File: src/rtl/acq_address_sequencer_pkg.sv
// -----------------------------------------------------------------------------
// acq_pkg
// Shared types and constants for the BRAM acquisition address sequencer:
//   acq_state_t      - capture control FSM states
//   ACQ_COUNT_WIDTH  - width of the completed-capture counter
// -----------------------------------------------------------------------------
package acq_pkg;

    localparam int ACQ_COUNT_WIDTH = 32;

    typedef enum logic [2:0] {
        IDLE      = 3'd0,
        ARMED     = 3'd1,
        WAIT_WRAP = 3'd2,
        CAPTURE   = 3'd3,
        DONE      = 3'd4
    } acq_state_t;

endpackage

File: src/rtl/acq_address_sequencer_if.sv
// -----------------------------------------------------------------------------
// acq_address_sequencer_if
// Control and status bundle between the register map / trigger logic and the
// address sequencer.
//   trig_mode, arm, sw_trig, ext_trig   : control into the sequencer
//   address, address_dly                : BRAM address and its delayed copy
//   start_acq                           : one-cycle capture launch pulse
//   busy, done, acq_count               : capture status
// Modports: master drives control and reads status, slave is the sequencer.
// -----------------------------------------------------------------------------
interface acq_address_sequencer_if
    import acq_pkg::*;
#(
    parameter int BRAM_WIDTH = 13
) ();

    logic                       trig_mode;
    logic                       arm;
    logic                       sw_trig;
    logic                       ext_trig;
    logic [BRAM_WIDTH-1:0]      address;
    logic [BRAM_WIDTH-1:0]      address_dly;
    logic                       start_acq;
    logic                       busy;
    logic                       done;
    logic [ACQ_COUNT_WIDTH-1:0] acq_count;

    modport master (
        output trig_mode, arm, sw_trig, ext_trig,
        input  address, address_dly, start_acq, busy, done, acq_count
    );

    modport slave (
        input  trig_mode, arm, sw_trig, ext_trig,
        output address, address_dly, start_acq, busy, done, acq_count
    );

endinterface

File: src/rtl/acq_address_sequencer_delay_line.sv
// -----------------------------------------------------------------------------
// delay_line
// Generic register pipeline: q_o is d_i delayed by DEPTH clock cycles.
// Synchronous active-high reset clears every stage to 0.
//   clk  : clock
//   rst  : synchronous active-high reset
//   d_i  : WIDTH-bit input
//   q_o  : WIDTH-bit output, DEPTH cycles behind d_i
// DEPTH must be at least 1.
// -----------------------------------------------------------------------------
module delay_line #(
    parameter int WIDTH = 8,
    parameter int DEPTH = 2
) (
    input  logic             clk,
    input  logic             rst,
    input  logic [WIDTH-1:0] d_i,
    output logic [WIDTH-1:0] q_o
);

    logic [DEPTH-1:0][WIDTH-1:0] stage_q;

    always_ff @(posedge clk) begin
        if (rst) begin
            stage_q <= '0;
        end else begin
            stage_q[0] <= d_i;
            for (int i = 1; i < DEPTH; i++) begin
                stage_q[i] <= stage_q[i-1];
            end
        end
    end

    assign q_o = stage_q[DEPTH-1];

endmodule

File: src/rtl/acq_address_sequencer.sv
// -----------------------------------------------------------------------------
// acq_address_sequencer
// Free-running BRAM address generator plus single-frame capture control.
// A capture is armed by 'arm', fired by a software pulse or the rising edge of
// the external trigger, waits for the next address wrap and then spans exactly
// one frame (2^BRAM_WIDTH cycles).
//   clk  : clock
//   rst  : synchronous active-high reset
//   bus  : acq_address_sequencer_if.slave (control in, address/status out)
// Parameters:
//   BRAM_WIDTH : address width, one frame = 2^BRAM_WIDTH samples
//   ADDR_DELAY : depth of the address_dly pipeline (1..8); 2 lines it up with
//                the downstream write-enable
// -----------------------------------------------------------------------------
module acq_address_sequencer
    import acq_pkg::*;
#(
    parameter int BRAM_WIDTH = 13,
    parameter int ADDR_DELAY = 2
) (
    input  logic                    clk,
    input  logic                    rst,
    acq_address_sequencer_if.slave  bus
);

    localparam logic [BRAM_WIDTH-1:0] ADDR_LAST = '1;

    logic [BRAM_WIDTH-1:0]      address_q;
    logic [BRAM_WIDTH-1:0]      address_d;
    logic [BRAM_WIDTH-1:0]      address_dly_w;
    logic                       ext_trig_q;
    logic                       ext_edge;
    logic                       trig;

    acq_state_t                 state_q;
    logic [BRAM_WIDTH-1:0]      cap_cnt_q;
    logic [BRAM_WIDTH-1:0]      cap_cnt_d;
    logic                       start_acq_q;
    logic                       busy_q;
    logic                       done_q;
    logic [ACQ_COUNT_WIDTH-1:0] acq_count_q;
    logic [ACQ_COUNT_WIDTH-1:0] acq_count_d;

    // Address counter: never stalls, wraps naturally at 2^BRAM_WIDTH.
    assign address_d = address_q + BRAM_WIDTH'(1);

    always_ff @(posedge clk) begin
        if (rst) begin
            address_q  <= '0;
            ext_trig_q <= 1'b0;
        end else begin
            address_q  <= address_d;
            ext_trig_q <= bus.ext_trig;
        end
    end

    // Edge detect is combinational on the registered copy, so an ext_trig
    // rise sampled at edge t launches start_acq in cycle t+1.
    assign ext_edge = bus.ext_trig & ~ext_trig_q;
    assign trig     = bus.trig_mode ? ext_edge : bus.sw_trig;

    assign cap_cnt_d   = cap_cnt_q + BRAM_WIDTH'(1);
    assign acq_count_d = acq_count_q + ACQ_COUNT_WIDTH'(1);

    // Capture control FSM with registered status outputs.
    always_ff @(posedge clk) begin
        if (rst) begin
            state_q     <= IDLE;
            cap_cnt_q   <= '0;
            start_acq_q <= 1'b0;
            busy_q      <= 1'b0;
            done_q      <= 1'b0;
            acq_count_q <= '0;
        end else begin
            start_acq_q <= 1'b0;
            case (state_q)
                IDLE: begin
                    if (bus.arm) begin
                        state_q <= ARMED;
                    end
                end
                ARMED: begin
                    if (trig) begin
                        state_q     <= WAIT_WRAP;
                        start_acq_q <= 1'b1;
                        busy_q      <= 1'b1;
                    end
                end
                WAIT_WRAP: begin
                    // The start_acq cycle itself never counts as the wrap: the
                    // downstream stage only starts running one cycle later, so
                    // a coincident address 0 costs a whole frame of waiting.
                    if (!start_acq_q && (address_q == '0)) begin
                        state_q   <= CAPTURE;
                        cap_cnt_q <= '0;
                    end
                end
                CAPTURE: begin
                    cap_cnt_q <= cap_cnt_d;
                    if (cap_cnt_q == ADDR_LAST) begin
                        state_q     <= DONE;
                        busy_q      <= 1'b0;
                        done_q      <= 1'b1;
                        acq_count_q <= acq_count_d;
                    end
                end
                DONE: begin
                    if (bus.arm) begin
                        state_q <= ARMED;
                        done_q  <= 1'b0;
                    end
                end
                default: begin
                    state_q <= IDLE;
                    busy_q  <= 1'b0;
                end
            endcase
        end
    end

    delay_line #(
        .WIDTH (BRAM_WIDTH),
        .DEPTH (ADDR_DELAY)
    ) u_addr_dly (
        .clk (clk),
        .rst (rst),
        .d_i (address_q),
        .q_o (address_dly_w)
    );

    assign bus.address     = address_q;
    assign bus.address_dly = address_dly_w;
    assign bus.start_acq   = start_acq_q;
    assign bus.busy        = busy_q;
    assign bus.done        = done_q;
    assign bus.acq_count   = acq_count_q;

endmodule

File: src/flat_wrapper.sv
// flat-port wrapper written by rule: the top's interface ports become plain ports
module acq_address_sequencer_flat import acq_pkg::*;
#(
    parameter int BRAM_WIDTH = 13,
    parameter int ADDR_DELAY = 2
)
  (clk, rst, bus_trig_mode, bus_arm, bus_sw_trig, bus_ext_trig, bus_address, bus_address_dly, bus_start_acq, bus_busy, bus_done, bus_acq_count);
  acq_address_sequencer_if #(.BRAM_WIDTH(BRAM_WIDTH)) bus_i ();
  input  logic clk;
  input  logic rst;
  input wire logic [$bits(bus_i.trig_mode)-1:0] bus_trig_mode;
  input wire logic [$bits(bus_i.arm)-1:0] bus_arm;
  input wire logic [$bits(bus_i.sw_trig)-1:0] bus_sw_trig;
  input wire logic [$bits(bus_i.ext_trig)-1:0] bus_ext_trig;
  output wire logic [$bits(bus_i.address)-1:0] bus_address;
  output wire logic [$bits(bus_i.address_dly)-1:0] bus_address_dly;
  output wire logic [$bits(bus_i.start_acq)-1:0] bus_start_acq;
  output wire logic [$bits(bus_i.busy)-1:0] bus_busy;
  output wire logic [$bits(bus_i.done)-1:0] bus_done;
  output wire logic [$bits(bus_i.acq_count)-1:0] bus_acq_count;
  assign bus_i.trig_mode = bus_trig_mode;
  assign bus_i.arm = bus_arm;
  assign bus_i.sw_trig = bus_sw_trig;
  assign bus_i.ext_trig = bus_ext_trig;
  assign bus_address = bus_i.address;
  assign bus_address_dly = bus_i.address_dly;
  assign bus_start_acq = bus_i.start_acq;
  assign bus_busy = bus_i.busy;
  assign bus_done = bus_i.done;
  assign bus_acq_count = bus_i.acq_count;
  acq_address_sequencer #(.BRAM_WIDTH(BRAM_WIDTH), .ADDR_DELAY(ADDR_DELAY)) u_core (.clk(clk), .rst(rst), .bus(bus_i));
endmodule
File: config.mk
export PLATFORM = sky130hd
export DESIGN_NAME = acq_address_sequencer_flat
export DESIGN_NICKNAME = d
export VERILOG_FILES = /design/src/rtl/acq_address_sequencer_pkg.sv /design/src/rtl/acq_address_sequencer_if.sv /design/src/rtl/acq_address_sequencer_delay_line.sv /design/src/rtl/acq_address_sequencer.sv /design/src/flat_wrapper.sv
export SDC_FILE = /design/constraint.sdc
export NUM_CORES = 1
export LEC_CHECK = 0
export BUFFER_PORTS_ARGS = -buffer_cell sky130_fd_sc_hd__buf_2
export CORE_MARGIN = 5
export CORE_UTILIZATION = 55
export DETAILED_ROUTE_END_ITERATION = 16
export PLACE_DENSITY = 0.87
export SLEW_MARGIN = 15
export SYNTH_ARGS = -nofsm -noshare
export SYNTH_HDL_FRONTEND = slang
export SYNTH_SLANG_ARGS = --single-unit
export TNS_END_PERCENT = 5
File: constraint.sdc
create_clock -name clk -period 5.6 [get_ports clk]
set_clock_uncertainty 0.2 [all_clocks]
set_input_delay 1.12 -clock clk [delete_from_list [all_inputs] [get_ports clk]]
set_output_delay 1.12 -clock clk [all_outputs]
set_load 0.02 [all_outputs]
## Yosys cells after proc, flatten, opt, wreduce, memory -nomap -nowiden

Index checks and enable logic that the tools add are counted.

| operators by class | value |
|---|---|
| reduce and logical (&&, ||, !) cells | 14 |
| bitwise logic cells | 4 |
| equality and inequality tests | 10 |
| shift operators | 0 |
| magnitude comparators | 0 |
| add/sub/neg operators | 3 |
| divide/modulo/power cells | 0 |
| mux-type cells | 15 |
| multipliers | 0 |

Operator list:

| cell | number |
|---|---|
| $add 32x1->32 const B | 1 |
| $add 13x1->13 const B | 2 |
| $pmux 13 s2 | 1 |
| $eq 13x13->1 const B | 1 |
| $logic_not 13->1 | 1 |
| $mux 13 | 1 |
| $mux 3 | 4 |
| $pmux 3 s4 | 1 |
| $ne 2x1->1 const B | 4 |
| $eq 3x2->1 const B | 2 |
| $mux 1 | 6 |
| $reduce_and 3->1 | 2 |
| $reduce_and 2->1 | 2 |
| $reduce_and 4->1 | 1 |
| $reduce_bool 2->1 | 2 |
| $reduce_or 2->1 | 2 |
| $eq 3x1->1 const B | 1 |
| $eq 3x3->1 const B | 1 |
| $logic_not 3->1 | 1 |
| $not 1->1 | 3 |
| $pmux 1 s3 | 1 |
| $reduce_or 3->1 | 1 |
| $ne 2x2->1 const B | 1 |
| $pmux 1 s2 | 1 |
| 3 further kinds | 3 |

| word-level totals | value |
|---|---|
| bits in writable memories | 0 |
| bits of input ports | 6 |
| flip-flop bits (word level) | 91 |
| word-level logic and storage cells | 56 |
| bits in read-only memories | 0 |
| memories | 0 |
| output and inout bits | 61 |
| latch bits | 0 |

## Longest topological paths before layout

Gate-level depths: netlist (run 1).

| logic depth | value |
|---|---|
| depth after elaboration | 5 |
| depth in mapped cells | 9 |
| depth with buffers taken out | 7 |

## By module

A second synthesis (run 1) with hierarchy kept.

| second synthesis, totals | value |
|---|---|
| cell total of the unflattened synthesis | 478 |
| area, all modules | 4307.9 um^2 |

Modules (own cells, without submodules):

| module | sequential area each (um^2) | cells an instance | area each (um^2) | times used |
|---|---|---|---|---|
| acq_address_sequencer | 1301.2 | 411 | 3509.6 | 1 |
| delay_line | 520.5 | 67 | 798.3 | 1 |

## Least setup slack after synthesis (run 1)

OpenSTA, ideal clock, no wires.

| timing | value |
|---|---|
| path type | reg-to-reg |
| start point | register u_core.cap_cnt_q[0] |
| end point | register u_core.acq_count_q[26] (netlist: u_core.bus.acq_count[26]) |
| setup time | 0.070 ns |
| stages on the path, launching flop included | 9 |
| clock period less this slack | 2.476 ns |
| buffers on the path | 2 |
| arrival time | 2.206 ns |
| setup slack | 3.124 ns |
| data required time | 5.330 ns |
| cells stage by stage | dfxtp_1 ha_1 nand4_1 or3_1 buf_2 or3_4 buf_6 or4_1 a21oi_1 |

| between the ends | value |
|---|---|
| word-level cells in the longest chain between the ends | 2 |

RTL lines:

| what | RTL line | source |
|---|---|---|
| from (decl) | acq_address_sequencer.sv:36 | `logic [BRAM_WIDTH-1:0] cap_cnt_q;` |
| from (signal assigned) | acq_address_sequencer.sv:99 | `cap_cnt_q <= cap_cnt_d;` |
| $eq 13x13->1 | acq_address_sequencer.sv:100 | `if (cap_cnt_q == ADDR_LAST) begin` |
| $reduce_and 2->1 (no source line) | n/a |  |
| to (signal assigned) | acq_address_sequencer.sv:104 | `acq_count_q <= acq_count_d;` |
| to (decl) | acq_address_sequencer.sv:41 | `logic [ACQ_COUNT_WIDTH-1:0] acq_count_q;` |

Every way passes these cells.
A chain may end at the register's enable or synchronous reset.

## Worst setup path in the final report (run 1)

| timing | value |
|---|---|
| start point | register u_core.cap_cnt_q[0] |
| end point | register u_core.acq_count_q[23] (netlist: u_core.bus.acq_count[23]) |

The elaborated chain is that of the path after synthesis.

==> flow_metrics.py, run 1 <==
metrics = {
    "routing": {
        "wl_um": 7910,
        "firstDrtPassIters": 4,
        "drcViolationCount": 0,
        "drt_iter0_drc": 188,
        "wl_per_cell_um": 13.9,
        "ant_nets": 0,
        "routed_via_density": 5.47,
        "dr_total_vias": 3119,
    },
    "logic_synthesis": {
        "seq_area_frac_synth_pct": 47.5,
        "synthCells": 427,
        "synth_common_cells": "91 x dfxtp_1, 40 x nor2_1, 28 x nor2b_1",
        "synthTopCellsByArea": "dfxtp_1 47%, nor2b_1 4.6%, nor2_1 3.9%",
        "synth.most_common_cell": "dfxtp_1",
        "synthArstFlopShare_pct": 0,
        "ys_types": 45,
        "synth_edf_count": 0,
        "yosysTopAreaCell": "dfxtp_1",
        "avgSynthCellArea_sq_um": 8.99,
        "synth_area_sq_um": 3840,
        "ys.warnings.count": 0,
        "ys_ff_latch": 91,
        "synth_nets": 437,
        "synth_ff_type": "dfxtp_1",
        "synthDominantCellAreaShare_pct": 47.5,
    },
    "final_layout": {
        "nFillCells": 557,
        "finalInstanceArea_sq_um": 4300,
        "diodes": 0,
        "drive_gt1_share_pct": 19.4,
        "synthToLayoutAreaGrowth_pct": 11.9,
        "nets": 479,
    },
    "grt": {
        "grt.total_usage_pct": 18.6,
        "antenna_found_initial": 0,
        "grt_max_degree": 55,
        "grt_pass1_vias": 2938,
        "grt_pass1_wl_um": 13300,
        "grt_overflow": 0,
    },
    "setup_path": {
        "start_kind": "register",
        "r2r-start": "u_core.cap_cnt_q[0]",
        "worst_r2r_path_depth": 6,
        "r2r-end": "u_core.bus.acq_count[23]",
        "cp.arrival_ps": 2840,
        "cp-end-kind": "register",
        "r2r_setup_slack_ps": 2840,
        "critPathRequiredTime_ps": 5690,
        "crit_path_max_fanout": 17,
        "path_class": "register to register",
    },
    "placed_design": {
        "gp_congestion": 0.807,
        "io_buffers": 66,
        "dp_hpwl_um": 5440,
        "placed_area_sq_um": 4090,
        "place_ws_ps": 2850,
    },
    "timing": {
        "finalHoldViolCount": 0,
        "fin_crit_sh_pct": 49.2,
        "totalNegativeSetupSlack_ps": 0,
        "rsz0062_at_grt": "false",
        "period_minus_slack_ps": 2760,
        "worst_pin_slew_ps": 956,
        "fmax_ghz": 0.363,
        "slew_violations": 0,
        "finalSetupViolCount": 0,
        "relSlewSlack_pct": 36.2,
        "timing.final.ws_setup_ps": 2840,
    },
    "min_path": {
        "hold_path_class": "register to register",
        "hold_path_depth": 1,
        "min_to": "u_core.u_addr_dly.q_o[2]",
        "holdCritStartpoint": "u_core.u_addr_dly.stage_q[2]",
    },
    "power": {
        "peakVddDrop_mv": 0.132,
        "p_leak_uw": 0.00170,
        "p_total_uw": 1160,
        "power_density_nw_per_um2": 269,
    },
    "die": {
        "die-width_um": 93.5,
        "start_util_pct": 56.5,
        "dieArea_sq_um": 8750,
        "io_pins": 67,
        "core.rowCount": 30,
        "dieHeight_um": 93.5,
        "core-area_sq_um": 6790,
    },
    "cts": {
        "numCtsBuffers": 9,
        "clock-root-buffer": "clkbuf_8",
        "clkTransAtPathRegs_ps": 90,
        "hold_buffers": 0,
        "h-tree-depth": 3,
        "postCtsSetupBuffers": 0,
        "worstSkewPairLatency_ps": 360,
        "cts_tree": "done",
        "cts_resized": 0,
        "cts.sinks": 91,
        "cts.path.max_buffers": 2,
    },
    "outcome": {
        "status": "finished clean",
    },
    "flow_run": {
        "drv_cap": 0,
    },
}
cells by family after synthesis:
kind of cell,Yosys count,synth area share (%)
DFF,91,47.5
and+or+nand+nor,196,28.4
AOI/OAI and AO/OA,66,10.9
buffers and inverters,45,6.29
xor gates and xnor gates,25,5.70
adders and majority gates,4,1.30
layout make-up:
cell class | count | area [sq um] | share of cell area [%]
clock buffers | 10 | 138 | 3.20
repair buffers | 67 | 338 | 7.86
clock inverters | 6 | 68.8 | 1.60
multi-input cells | 291 | 1780 | 41.3
inverters | 9 | 33.8 | 0.786
flip-flops and latches | 91 | 1820 | 42.4
well taps | 96 | 120 | 2.80
where the power goes:
| group | switching (uW) | internal (uW) | total [uW] |
|---|---|---|---|
| Clock | 233 | 222 | 455 |
| Combinational | 26.8 | 13.5 | 40.3 |
| Sequential | 7.86 | 653 | 661 |
worst max-delay path by stage:
| stage | to | cells after the start | startpoint | slack [ps] |
|---|---|---|---|---|
| global placement | u_core.bus.address[4] | 3 | rst | 2880 |
| finish | u_core.bus.acq_count[23] | 6 | u_core.cap_cnt_q[0] | 2840 |
| CTS | u_core.bus.acq_count[29] | 6 | u_core.cap_cnt_q[0] | 2870 |
| floorplan | u_core.bus.acq_count[26] | 8 | u_core.cap_cnt_q[0] | 3120 |
| detailed placement | u_core.bus.address[2] | 3 | rst | 2850 |
| global route | u_core.bus.acq_count[23] | 6 | u_core.cap_cnt_q[0] | 2670 |
worst max-delay path, stage by stage, from the launching register on:
cell     delay [ps]
dfxtp_1         400
ha_1            250
nand4_1         170
or3_1           470
or3_1           590
or4_1           470
a21oi_1         140
per-stage QoR:
| stage | utilization, % | cells | hold slack (ps) |
|---|---|---|---|
| after CTS | 63.2 | 570 | 245 |
| after global placement | 60.2 | 554 | 216 |
| after global routing | 63.2 | 570 | 267 |
| after detailed placement | 60.2 | 554 | 224 |
| final | 63.2 | 570 | 241 |
| after floorplan | - | 427 | 214 |
registers in the layout, indices dropped and copies added, names as in the netlist, 3 cells and up:
name,flops
u_core.u_addr_dly.stage_q,13
u_core.bus.acq_count,32
u_core.cap_cnt_q,13
u_core.u_addr_dly.q_o,13
u_core.bus.address,13
u_core.state_q,3
placed cells by master, fill, tap and decap left out, types with 5 or more instances in the layout:
cell type   n
dfxtp_1    91
buf_2      66
nor2_1     40
nor2b_1    28
nand2_1    26
a21oi_1    25
nand3_1    20
nand4_1    14
xnor2_1    13
xor2_1     12
and3_1     11
o21ai_0    10
or3_1      10
clkbuf_8   10
inv_1       9
o31ai_1     9
or4_1       9
nor4_1      8
and2_1      6
nor3_1      6
and4_1      5
a311oi_1    5
per-layer routing:
metal / vias to the layer above / share of wire (%) / GRT usage [%]
li1: 1574 / - / -
met1: 1463 / 45 / 22.6
met2: 67 / 50 / 32.0
met3: 15 / 3.8 / 3.14
met4: 0 / 1.7 / 8.78
met5: - / 0 / 0
Note: power is estimated with default switching activity, not from simulation.
==> run 2: changes to the inputs <==
Clock period 5.6 ns to 2.7 ns, I/O delays scaled along.
==> flow_metrics.py, run 2 (synthesized netlist as in run 1, its figures left out) <==
metrics = {
    "setup_path": {
        "r2r_setup_slack_ps": 200,
        "cpMaxStageDelayCell": "or4_1",
        "cp-end-kind": "register",
        "crit_path_max_fanout": 12,
        "start_kind": "register",
        "crit_start": "u_core.cap_cnt_q[0]",
        "crit_chain": "ha_1 > nand4_1 > or3_1 > or3_4 > or4_1 > a21oi_1",
        "worst_r2r_path_depth": 6,
        "path_class": "register to register",
        "r2r-start": "u_core.cap_cnt_q[0]",
        "critPathRequiredTime_ps": 2780,
        "cp.arrival_ps": 2580,
        "slowest_delay_ps": 490,
        "crit_end": "u_core.bus.acq_count[28]",
        "r2r-end": "u_core.bus.acq_count[28]",
    },
    "placed_design": {
        "dp_hpwl_um": 5470,
        "placed_area_sq_um": 4180,
        "gp_congestion": 0.868,
        "io_buffers": 66,
        "dpl.cell_count": 564,
    },
    "final_layout": {
        "stdcell_count": 580,
        "largest_register_ffs": 32,
        "final_common_cell": "dfxtp_1",
        "diodes": 0,
        "nFillCells": 547,
        "finalInstanceArea_sq_um": 4390,
        "drive_gt1_share_pct": 21.3,
        "nets": 489,
        "synthToLayoutAreaGrowth_pct": 14.4,
        "layout_common_cells": "91 x dfxtp_1, 66 x buf_2, 40 x nor2_1",
        "utilization_pct": 64.6,
    },
    "timing": {
        "finalHoldViolCount": 0,
        "fmax_ghz": 0.400,
        "fin_crit_sh_pct": 92.7,
        "worst_pin_slew_ps": 586,
        "finalSetupViolCount": 0,
        "slew_violations": 0,
        "relSlewSlack_pct": 60.9,
        "rsz0062_at_grt": "false",
        "period_minus_slack_ps": 2500,
        "totalNegativeSetupSlack_ps": 0,
    },
    "power": {
        "p_leak_uw": 0.00175,
        "power_density_nw_per_um2": 547,
        "peakVddDrop_mv": 0.296,
    },
    "routing": {
        "firstDrtPassIters": 4,
        "drcViolationCount": 0,
        "drt_iter0_drc": 177,
        "dr_total_vias": 3179,
        "ant_nets": 0,
        "routed_via_density": 5.48,
        "wl_per_cell_um": 13.6,
        "wl_um": 7920,
    },
    "grt": {
        "grt_max_degree": 62,
        "grt_overflow": 0,
        "grt_pass1_vias": 2913,
        "grt_pass1_wl_um": 13300,
        "antenna_found_initial": 0,
        "grt.total_usage_pct": 18.4,
    },
    "cts": {
        "cts.path.max_buffers": 2,
        "numCtsBuffers": 9,
        "cts.sinks": 91,
        "clock-root-buffer": "clkbuf_8",
        "h-tree-depth": 3,
        "worstSkewPairLatency_ps": 350,
        "postCtsSetupBuffers": 0,
        "cts_resized": 0,
        "cts_tree": "done",
        "hold_buffers": 0,
        "clkTransAtPathRegs_ps": 100,
    },
    "min_path": {
        "hold_path_class": "input pin to register",
    },
    "die": {
        "core-area_sq_um": 6790,
        "die-width_um": 93.5,
        "dieHeight_um": 93.5,
        "dieArea_sq_um": 8750,
        "io_pins": 67,
        "core.rowCount": 30,
        "start_util_pct": 56.5,
    },
    "outcome": {
        "status": "finished clean",
    },
    "flow_run": {
        "drv_cap": 0,
    },
}
-- run 2: how the worst min path moves through the flow --
stage / cells past startpoint / slack, ps / startpoint / to
3_3_place_gp: 1 / 220 / u_core.u_addr_dly.stage_q[3] / u_core.u_addr_dly.q_o[3]
3_5_place_dp: 1 / 220 / u_core.u_addr_dly.stage_q[4] / u_core.u_addr_dly.q_o[4]
2_1_floorplan: 1 / 210 / u_core.u_addr_dly.stage_q[0] / u_core.u_addr_dly.q_o[0]
4_1_cts: 2 / 220 / bus_ext_trig / u_core.ext_trig_q
5_1_grt: 2 / 240 / bus_ext_trig / u_core.ext_trig_q
6_report: 2 / 230 / bus_ext_trig / u_core.ext_trig_q
-- run 2: worst max-delay path: cells and delay by family, from the launching register on --
kind	cells	cell delay (ps)
and+or+nand+nor	4	1430
DFF	1	400
adders and majority gates	1	260
AOI/OAI and AO/OA	1	160
-- run 2: cell type report --
cell class                      count  area, sq um  area share [%]
Sequential cell                    91         1820            41.5
Clock buffer                        9          124            2.82
Inverter                            9         33.8           0.769
Timing Repair Buffer               77          425            9.69
Clock inverter                      7         85.1            1.94
Tap cell                           96          120            2.74
Multi-Input combinational cell    291         1780            40.6
-- run 2: where the power goes --
group,switching [uW],internal (uW)
Combinational,63.5,35.4
Clock,495,445
Sequential,8.85,1350
Total,567,1840
-- run 2: metal layers --
layer / GRT usage [%] / part of all wire, % / up-vias
met3: 3.62 / 5.1 / 14
met4: 7.34 / 1.3 / 0
met1: 22.8 / 43 / 1472
met2: 31.5 / 51 / 85
li1: - / - / 1608
met5: 0 / 0 / -
-- run 2: stage by stage --
step	hold slack (ps)	setup slack (ps)	power (uW)
after global placement	216	205	1490
after global routing	235	74.7	2500
final	226	197	2400
after detailed placement	220	98.7	1490
after floorplan	214	224	1460
after CTS	217	54.4	2420
